--- config.mk ---
export PLATFORM = sky130hd
export DESIGN_NAME = operand_fetch_stage_flat
export DESIGN_NICKNAME = d
export VERILOG_FILES = /design/src/rtl/operand_fetch_stage_if.sv /design/src/rtl/operand_fetch_stage.sv /design/src/flat_wrapper.sv
export SDC_FILE = /design/constraint.sdc
export NUM_CORES = 2
export LEC_CHECK = 0
export CORE_AREA = 3 3 624 626
export CTS_CLUSTER_DIAMETER = 80
export DETAILED_ROUTE_END_ITERATION = 10
export DIE_AREA = 0 0 627 629
export PLACE_DENSITY = 0.33
export SLEW_MARGIN = 25
export SYNTH_ARGS = -nofsm -noshare
export SYNTH_HDL_FRONTEND = slang
export SYNTH_SLANG_ARGS = --single-unit
--- constraint.sdc ---
create_clock -name clk -period 3.3 [get_ports clk]
set_clock_uncertainty 0.2 [all_clocks]
set_input_delay 0.495 -clock clk [delete_from_list [all_inputs] [get_ports clk]]
set_output_delay 0.495 -clock clk [all_outputs]
set_load 0.05 [all_outputs]
--- src/rtl/operand_fetch_stage_if.sv ---
// Operand-fetch bus: micro-op in, forwarding/GPR view, flush, resolved micro-op out.
interface operand_fetch_stage_if #(
  parameter int unsigned REG_W = 64,
  parameter int unsigned REG_N = 16,
  parameter int unsigned N_SRC = 3,
  parameter int unsigned LD    = 3,
  parameter int unsigned OP_W  = 8,
  parameter int unsigned CNT_W = 16
);
  localparam int unsigned IDX_W = $clog2(REG_N + 1);

  // upstream micro-op handshake
  logic                   in_valid;
  logic                   in_ready;
  logic [OP_W-1:0]        in_op;
  logic [REG_W-1:0]       in_pc;
  logic [N_SRC*IDX_W-1:0] in_src_idx;

  // register file and forwarding layers
  logic [REG_N*REG_W-1:0] gpr;
  logic [LD-1:0]          fwd_en;
  logic [LD*IDX_W-1:0]    fwd_idx;
  logic [LD-1:0]          fwd_pend;
  logic [LD*REG_W-1:0]    fwd_val;
  logic                   flush;

  // downstream micro-op handshake
  logic                   out_valid;
  logic                   out_ready;
  logic [OP_W-1:0]        out_op;
  logic [REG_W-1:0]       out_pc;
  logic [N_SRC*REG_W-1:0] out_src_val;
  logic [CNT_W-1:0]       stall_cnt;

  // environment side: queue head, register file, forwarding network, execute stage
  modport master (
    output in_valid, in_op, in_pc, in_src_idx,
    output gpr, fwd_en, fwd_idx, fwd_pend, fwd_val, flush,
    output out_ready,
    input  in_ready, out_valid, out_op, out_pc, out_src_val, stall_cnt
  );

  // stage side
  modport slave (
    input  in_valid, in_op, in_pc, in_src_idx,
    input  gpr, fwd_en, fwd_idx, fwd_pend, fwd_val, flush,
    input  out_ready,
    output in_ready, out_valid, out_op, out_pc, out_src_val, stall_cnt
  );
endinterface

--- src/rtl/operand_fetch_stage.sv ---
// Operand fetch: reads N_SRC operands from the GPR file, overrides them with the
// nearest forwarding layer, interlocks on pending results and registers the
// resolved micro-op towards execute.
module operand_fetch_stage #(
  parameter int unsigned REG_W   = 64,
  parameter int unsigned REG_N   = 16,
  parameter int unsigned N_SRC   = 3,
  parameter int unsigned LD      = 3,
  parameter int unsigned RIP_IDX = 16,
  parameter int unsigned PC_INC  = 1,
  parameter int unsigned OP_W    = 8,
  parameter int unsigned CNT_W   = 16
) (
  input logic                  clk,
  input logic                  rstn,
  operand_fetch_stage_if.slave bus
);
  localparam int unsigned IDX_W = $clog2(REG_N + 1);

  // RIP must not alias a real register
  if (RIP_IDX < REG_N) begin : g_bad_rip
    $error("RIP_IDX must be >= REG_N");
  end

  logic [N_SRC*REG_W-1:0] src_val;
  logic                   hazard;
  logic                   in_ready;
  logic                   accept;

  logic [IDX_W-1:0]       cur_idx;
  logic [REG_W-1:0]       cur_val;
  logic                   cur_hit;
  logic                   cur_pend;

  logic                   out_valid_q;
  logic [OP_W-1:0]        out_op_q;
  logic [REG_W-1:0]       out_pc_q;
  logic [N_SRC*REG_W-1:0] out_src_val_q;
  logic [CNT_W-1:0]       stall_cnt_q;

  // Per-channel operand resolution: RIP, else nearest enabled layer, else GPR (0 if out of range)
  always_comb begin
    src_val  = '0;
    hazard   = 1'b0;
    cur_idx  = '0;
    cur_val  = '0;
    cur_hit  = 1'b0;
    cur_pend = 1'b0;
    for (int c = 0; c < int'(N_SRC); c++) begin
      cur_idx  = bus.in_src_idx[c*IDX_W +: IDX_W];
      cur_val  = '0;
      cur_hit  = 1'b0;
      cur_pend = 1'b0;
      if (cur_idx == IDX_W'(RIP_IDX)) begin
        cur_val = bus.in_pc + REG_W'(PC_INC);
      end else begin
        for (int l = 0; l < int'(LD); l++) begin
          if (!cur_hit && bus.fwd_en[l] && (bus.fwd_idx[l*IDX_W +: IDX_W] == cur_idx)) begin
            cur_hit  = 1'b1;
            cur_val  = bus.fwd_val[l*REG_W +: REG_W];
            cur_pend = bus.fwd_pend[l];
          end
        end
        if (!cur_hit) begin
          for (int r = 0; r < int'(REG_N); r++) begin
            if (cur_idx == IDX_W'(r)) begin
              cur_val = bus.gpr[r*REG_W +: REG_W];
            end
          end
        end
      end
      src_val[c*REG_W +: REG_W] = cur_val;
      if (cur_pend) begin
        hazard = bus.in_valid;
      end
    end
  end

  // Handshake: accept only when not in reset, not flushing, no interlock and output can move
  always_comb begin
    in_ready = rstn & ~bus.flush & ~hazard & (~out_valid_q | bus.out_ready);
    accept   = bus.in_valid & in_ready;
  end

  // Output register: flush beats accept, accept beats drain, otherwise hold
  always_ff @(posedge clk) begin
    if (!rstn) begin
      out_valid_q   <= 1'b0;
      out_op_q      <= '0;
      out_pc_q      <= '0;
      out_src_val_q <= '0;
    end else if (bus.flush) begin
      out_valid_q <= 1'b0;
      out_op_q    <= '0;
    end else if (accept) begin
      out_valid_q   <= 1'b1;
      out_op_q      <= bus.in_op;
      out_pc_q      <= bus.in_pc;
      out_src_val_q <= src_val;
    end else if (out_valid_q && bus.out_ready) begin
      out_valid_q <= 1'b0;
      out_op_q    <= '0;
    end
  end

  // Saturating count of interlock cycles; flushed cycles are not counted
  always_ff @(posedge clk) begin
    if (!rstn) begin
      stall_cnt_q <= '0;
    end else if (hazard && !bus.flush && (stall_cnt_q != {CNT_W{1'b1}})) begin
      stall_cnt_q <= stall_cnt_q + CNT_W'(1);
    end
  end

  assign bus.in_ready    = in_ready;
  assign bus.out_valid   = out_valid_q;
  assign bus.out_op      = out_op_q;
  assign bus.out_pc      = out_pc_q;
  assign bus.out_src_val = out_src_val_q;
  assign bus.stall_cnt   = stall_cnt_q;

endmodule

--- src/flat_wrapper.sv ---
// flat-port wrapper written by rule: the top's interface ports become plain ports
module operand_fetch_stage_flat 
#(
  parameter int unsigned REG_W   = 64,
  parameter int unsigned REG_N   = 16,
  parameter int unsigned N_SRC   = 3,
  parameter int unsigned LD      = 3,
  parameter int unsigned RIP_IDX = 16,
  parameter int unsigned PC_INC  = 1,
  parameter int unsigned OP_W    = 8,
  parameter int unsigned CNT_W   = 16
)
  (clk, rstn, bus_in_valid, bus_in_op, bus_in_pc, bus_in_src_idx, bus_gpr, bus_fwd_en, bus_fwd_idx, bus_fwd_pend, bus_fwd_val, bus_flush, bus_out_ready, bus_in_ready, bus_out_valid, bus_out_op, bus_out_pc, bus_out_src_val, bus_stall_cnt);
  operand_fetch_stage_if #(.REG_W(REG_W), .REG_N(REG_N), .N_SRC(N_SRC), .LD(LD), .OP_W(OP_W), .CNT_W(CNT_W)) bus_i ();
  input logic clk;
  input logic rstn;
  input wire logic [$bits(bus_i.in_valid)-1:0] bus_in_valid;
  input wire logic [$bits(bus_i.in_op)-1:0] bus_in_op;
  input wire logic [$bits(bus_i.in_pc)-1:0] bus_in_pc;
  input wire logic [$bits(bus_i.in_src_idx)-1:0] bus_in_src_idx;
  input wire logic [$bits(bus_i.gpr)-1:0] bus_gpr;
  input wire logic [$bits(bus_i.fwd_en)-1:0] bus_fwd_en;
  input wire logic [$bits(bus_i.fwd_idx)-1:0] bus_fwd_idx;
  input wire logic [$bits(bus_i.fwd_pend)-1:0] bus_fwd_pend;
  input wire logic [$bits(bus_i.fwd_val)-1:0] bus_fwd_val;
  input wire logic [$bits(bus_i.flush)-1:0] bus_flush;
  input wire logic [$bits(bus_i.out_ready)-1:0] bus_out_ready;
  output wire logic [$bits(bus_i.in_ready)-1:0] bus_in_ready;
  output wire logic [$bits(bus_i.out_valid)-1:0] bus_out_valid;
  output wire logic [$bits(bus_i.out_op)-1:0] bus_out_op;
  output wire logic [$bits(bus_i.out_pc)-1:0] bus_out_pc;
  output wire logic [$bits(bus_i.out_src_val)-1:0] bus_out_src_val;
  output wire logic [$bits(bus_i.stall_cnt)-1:0] bus_stall_cnt;
  assign bus_i.in_valid = bus_in_valid;
  assign bus_i.in_op = bus_in_op;
  assign bus_i.in_pc = bus_in_pc;
  assign bus_i.in_src_idx = bus_in_src_idx;
  assign bus_i.gpr = bus_gpr;
  assign bus_i.fwd_en = bus_fwd_en;
  assign bus_i.fwd_idx = bus_fwd_idx;
  assign bus_i.fwd_pend = bus_fwd_pend;
  assign bus_i.fwd_val = bus_fwd_val;
  assign bus_i.flush = bus_flush;
  assign bus_i.out_ready = bus_out_ready;
  assign bus_in_ready = bus_i.in_ready;
  assign bus_out_valid = bus_i.out_valid;
  assign bus_out_op = bus_i.out_op;
  assign bus_out_pc = bus_i.out_pc;
  assign bus_out_src_val = bus_i.out_src_val;
  assign bus_stall_cnt = bus_i.stall_cnt;
  operand_fetch_stage #(.REG_W(REG_W), .REG_N(REG_N), .N_SRC(N_SRC), .LD(LD), .RIP_IDX(RIP_IDX), .PC_INC(PC_INC), .OP_W(OP_W), .CNT_W(CNT_W)) u_core (.clk(clk), .rstn(rstn), .bus(bus_i));
endmodule
==> results.md <==
* Total power at 22900 uW
* EDFF count, synth at 0
* RSZ-0062 raised after global routing: yes
* Relative max-transition margin at 22.4%
* Die span in y at 629 microns
* Maximum VDD drop at 0.343 mV
* Synthesized net count at 7558
* Worst setup slack after layout at -78.3 ps
* Final weighted congestion in routability-driven placement at 1.09
* GRT Util Overall at 41.6%
* Cell type with the highest aggregate area in the netlist: sky130_fd_sc_hd__dfxtp_1
* Cell area after technology mapping at 0.0412 sq mm
* Crit share post-route at 102%
* Total number of nets in the final design at 11300
* Filler Cells Inserted at 42800
* Slew at the pin closest to its max-slew limit at 1160 ps
* Remaining Overflow, GRT at 0
* Die area at 0.394 sq mm
* Number of buffers created by CTS at 39
* Starting density of the core at 10.7%
* Outcome: finished with violations
* Overall die width at 627 microns
* Vias per inst at 5.58
* # setup viols final at 37
* Hpwl dp at 737 mm
* Global-route wire length before repair at 1040 mm
* Power density of the placed cells at 254 mW/mm^2
* Via count at 85300
* Worst-Skew Late Latency at 650 ps
* Number of pins exceeding their max-slew limit in the final report at 0
* Placed Instance Area at 0.0854 sq mm
* Row count at 228
* Post-synthesis cell count at 6227
* Maximum fanout encountered on the critical timing path at 19
* Element type at the critical path end: register
* Clock-pin slew of the registers on the worst-case setup and hold paths at 70 ps
* Setup slack at placement at -1830 ps
* Most common cell in the synthesized netlist: sky130_fd_sc_hd__o21ai_0
* Most instantiated cells after synthesis: 627 x sky130_fd_sc_hd__o21ai_0, 615 x sky130_fd_sc_hd__nor2_1, 577 x sky130_fd_sc_hd__nand2_1
* Clock Path Buffers at 3
* Aggregate negative setup slack at -1140 ps
* Number of maximum-capacitance constraint violations at 0
* Routed Wire Length at 858 mm
* Via count of the first global-routing pass at 81600
* Average cell area after synthesis at 6.62 sq um
* Data required time of the worst path at 3690 ps
* Detailed-router iteration count before antenna repair at 10
* Synthesis-stage register bit count at 281
* Proportion of synthesized flip-flops having asynchronous set or reset at 0%
* Arrival time reported for the critical path endpoint at 3770 ps
* Post-DR wirelength/cell at 56.1 microns
* Portion of synthesized cell area occupied by the leading cell type at 13.7%
* Crit path kind: in2reg
* Count of cell types in the netlist at 93
* H-tree depth reported by CTS at 2
* Synth Flop Type: sky130_fd_sc_hd__dfxtp_1
* TritonCTS Sinks at 281
* Clock root cell: sky130_fd_sc_hd__clkbuf_16
* Hold violation total from the final report at 0
* Largest net degree at the start of global routing at 98
* Min-Delay Path Class: in2reg
* Iter 0 DRT Violations at 13000
* Fraction of layout instances using a drive strength above 1 at 33.4%
* DRC at 0
* Core area at 0.385 sq mm
* Number of antenna violations at the first check in global routing at 438
* Sequential fraction of the synthesis area at 13.7%
* Clock tree from TritonCTS: built
* Final critical path time including I/O delays and setup at 3380 ps
* Maximum clock frequency at 0.296 GHz
* Failing checks: setup timing
* DRT antenna net count at 0
* Count of input and output buffers at 1610
* Number of warnings issued by yosys at 0
* Cell types occupying the most area after synthesis: sky130_fd_sc_hd__dfxtp_1 14%, sky130_fd_sc_hd__o21ai_0 7.6%, sky130_fd_sc_hd__a22oi_1 6.8%, sky130_fd_sc_hd__o22ai_1 6.6%, sky130_fd_sc_hd__a21oi_1 5.8%
* Leakage power at 0.0348 uW
* Area added between synthesis and finish at 119%
* Startpoint type of the worst setup path: input pin
* Number of placed I/O pins at 1611
* Final standard cell area without fillers at 0.0903 sq mm
-- timing repair --
item	CTS	global route
pin swaps	59	70
hold buffers	1	0
hold endpoints to repair	16	0
setup endpoints to repair	282	152
cloned	9	2
setup buffers	76	37
gates resized for setup	283	165
-- cell type report --
cell class / instances / area [sq um] / area share (%)
flip-flops and latches: 281 / 5630 / 6.23
repair buffers: 4354 / 41400 / 45.8
well taps: 5060 / 6330 / 7.01
inverters: 25 / 101 / 0.112
clock inverters: 20 / 240 / 0.266
multi-input cells: 5264 / 34900 / 38.7
diodes: 250 / 626 / 0.693
clock buffers: 50 / 1080 / 1.19
-- flip-flops by register name, indices dropped and copies added, names as in the netlist --
signal and flops:
u_core.bus.out_src_val 192, u_core.bus.out_pc 64, u_core.bus.stall_cnt 16, u_core.bus.out_op 8, u_core.bus.out_valid 1
-- worst paths after layout --
path / from / endpoint / slack (ps) / cells past startpoint
worst min register to register: u_core.bus.out_pc[38] / u_core.bus.out_pc[38] / 250 / 2
worst max-delay path: bus_in_src_idx[0] / u_core.bus.out_src_val[2] / -80 / 15
worst max register to register: u_core.bus.stall_cnt[3] / u_core.bus.stall_cnt[1] / 550 / 11
worst min-delay path: bus_in_pc[1] / u_core.bus.out_pc[1] / 170 / 4
-- per-stage QoR --
stage               std cells  hold WS, ps  utilization [%]
finish                  15300          171             23.5
global route            15200          162             23.4
CTS                     15000          159             23.1
detailed placement      14900          248             22.2
global placement        14900          250             22.2
floorplan                6227          431                -
-- metal layers --
metal	share of wire (%)	track usage [%]
met1	35	44.4
met2	44	63.9
met3	9.5	13.6
met4	12	40.3
met5	0.12	0.0122
-- cell usage in the layout, fill, tap and decap left out, types with 21 or more instances in the layout --
cell type                            n
sky130_fd_sc_hd__clkbuf_16          42
sky130_fd_sc_hd__nor2_4             23
sky130_fd_sc_hd__buf_6              40
sky130_fd_sc_hd__nor2_1            572
sky130_fd_sc_hd__a222oi_1           51
sky130_fd_sc_hd__a221oi_1          212
sky130_fd_sc_hd__mux2i_1           164
sky130_fd_sc_hd__nand3_1           203
sky130_fd_sc_hd__xor2_1             51
sky130_fd_sc_hd__mux2_2            103
sky130_fd_sc_hd__xnor2_1            42
sky130_fd_sc_hd__a31oi_1            70
sky130_fd_sc_hd__o22ai_1           425
sky130_fd_sc_hd__inv_1              24
sky130_fd_sc_hd__a22o_1             49
sky130_fd_sc_hd__nor2_2             21
sky130_fd_sc_hd__buf_4            2381
sky130_fd_sc_hd__a211oi_1           52
sky130_fd_sc_hd__and3_1             57
sky130_fd_sc_hd__o21ai_1            22
sky130_fd_sc_hd__a22oi_1           366
sky130_fd_sc_hd__o211ai_1           59
sky130_fd_sc_hd__nand2_1           564
sky130_fd_sc_hd__diode_2           250
sky130_fd_sc_hd__a32o_1             28
sky130_fd_sc_hd__o221ai_1           96
sky130_fd_sc_hd__nor3_1            106
sky130_fd_sc_hd__nand2b_1           27
sky130_fd_sc_hd__a31o_2             21
sky130_fd_sc_hd__o31ai_1            35
sky130_fd_sc_hd__dfxtp_1           281
sky130_fd_sc_hd__nand4_1            70
sky130_fd_sc_hd__o21ai_0           598
sky130_fd_sc_hd__buf_12            345
sky130_fd_sc_hd__o2bb2ai_1          37
sky130_fd_sc_hd__a221o_1            69
sky130_fd_sc_hd__or3_1              22
sky130_fd_sc_hd__a21oi_1           453
sky130_fd_sc_hd__o32ai_1            27
sky130_fd_sc_hd__clkdlybuf4s50_1  1541
-- cells by family after synthesis --
| kind of cell | Yosys count | share of synthesized area, % |
|---|---|---|
| flip-flops | 281 | 13.7 |
| adder cells (fa/ha/maj) | 2 | 0.0607 |
| AO/OA/AOI/OAI | 2968 | 48.8 |
| multiplexers | 280 | 7.51 |
| AND/OR/NAND/NOR | 1903 | 21.1 |
| XOR/XNOR | 111 | 2.40 |
| buffers and inverters | 682 | 6.47 |
-- where the power goes --
part	switching (uW)	leakage (uW)	internal, uW
Sequential	229	0.00228	3580
Combinational	8820	0.0319	5450
Clock	2220	0.000640	2650
-- critical path, stage by stage --
cell,delay [ps]
sky130_fd_sc_hd__buf_12,130
sky130_fd_sc_hd__buf_16,170
sky130_fd_sc_hd__buf_4,170
sky130_fd_sc_hd__or2_4,310
sky130_fd_sc_hd__buf_12,150
sky130_fd_sc_hd__nor2_4,250
sky130_fd_sc_hd__buf_12,220
sky130_fd_sc_hd__buf_8,360
sky130_fd_sc_hd__a211oi_1,220
sky130_fd_sc_hd__buf_4,190
sky130_fd_sc_hd__o21ai_0,70
sky130_fd_sc_hd__nand3_1,140
sky130_fd_sc_hd__a2111oi_1,470
sky130_fd_sc_hd__buf_4,190
sky130_fd_sc_hd__o21a_1,110
(Power assumes the default switching activity.)
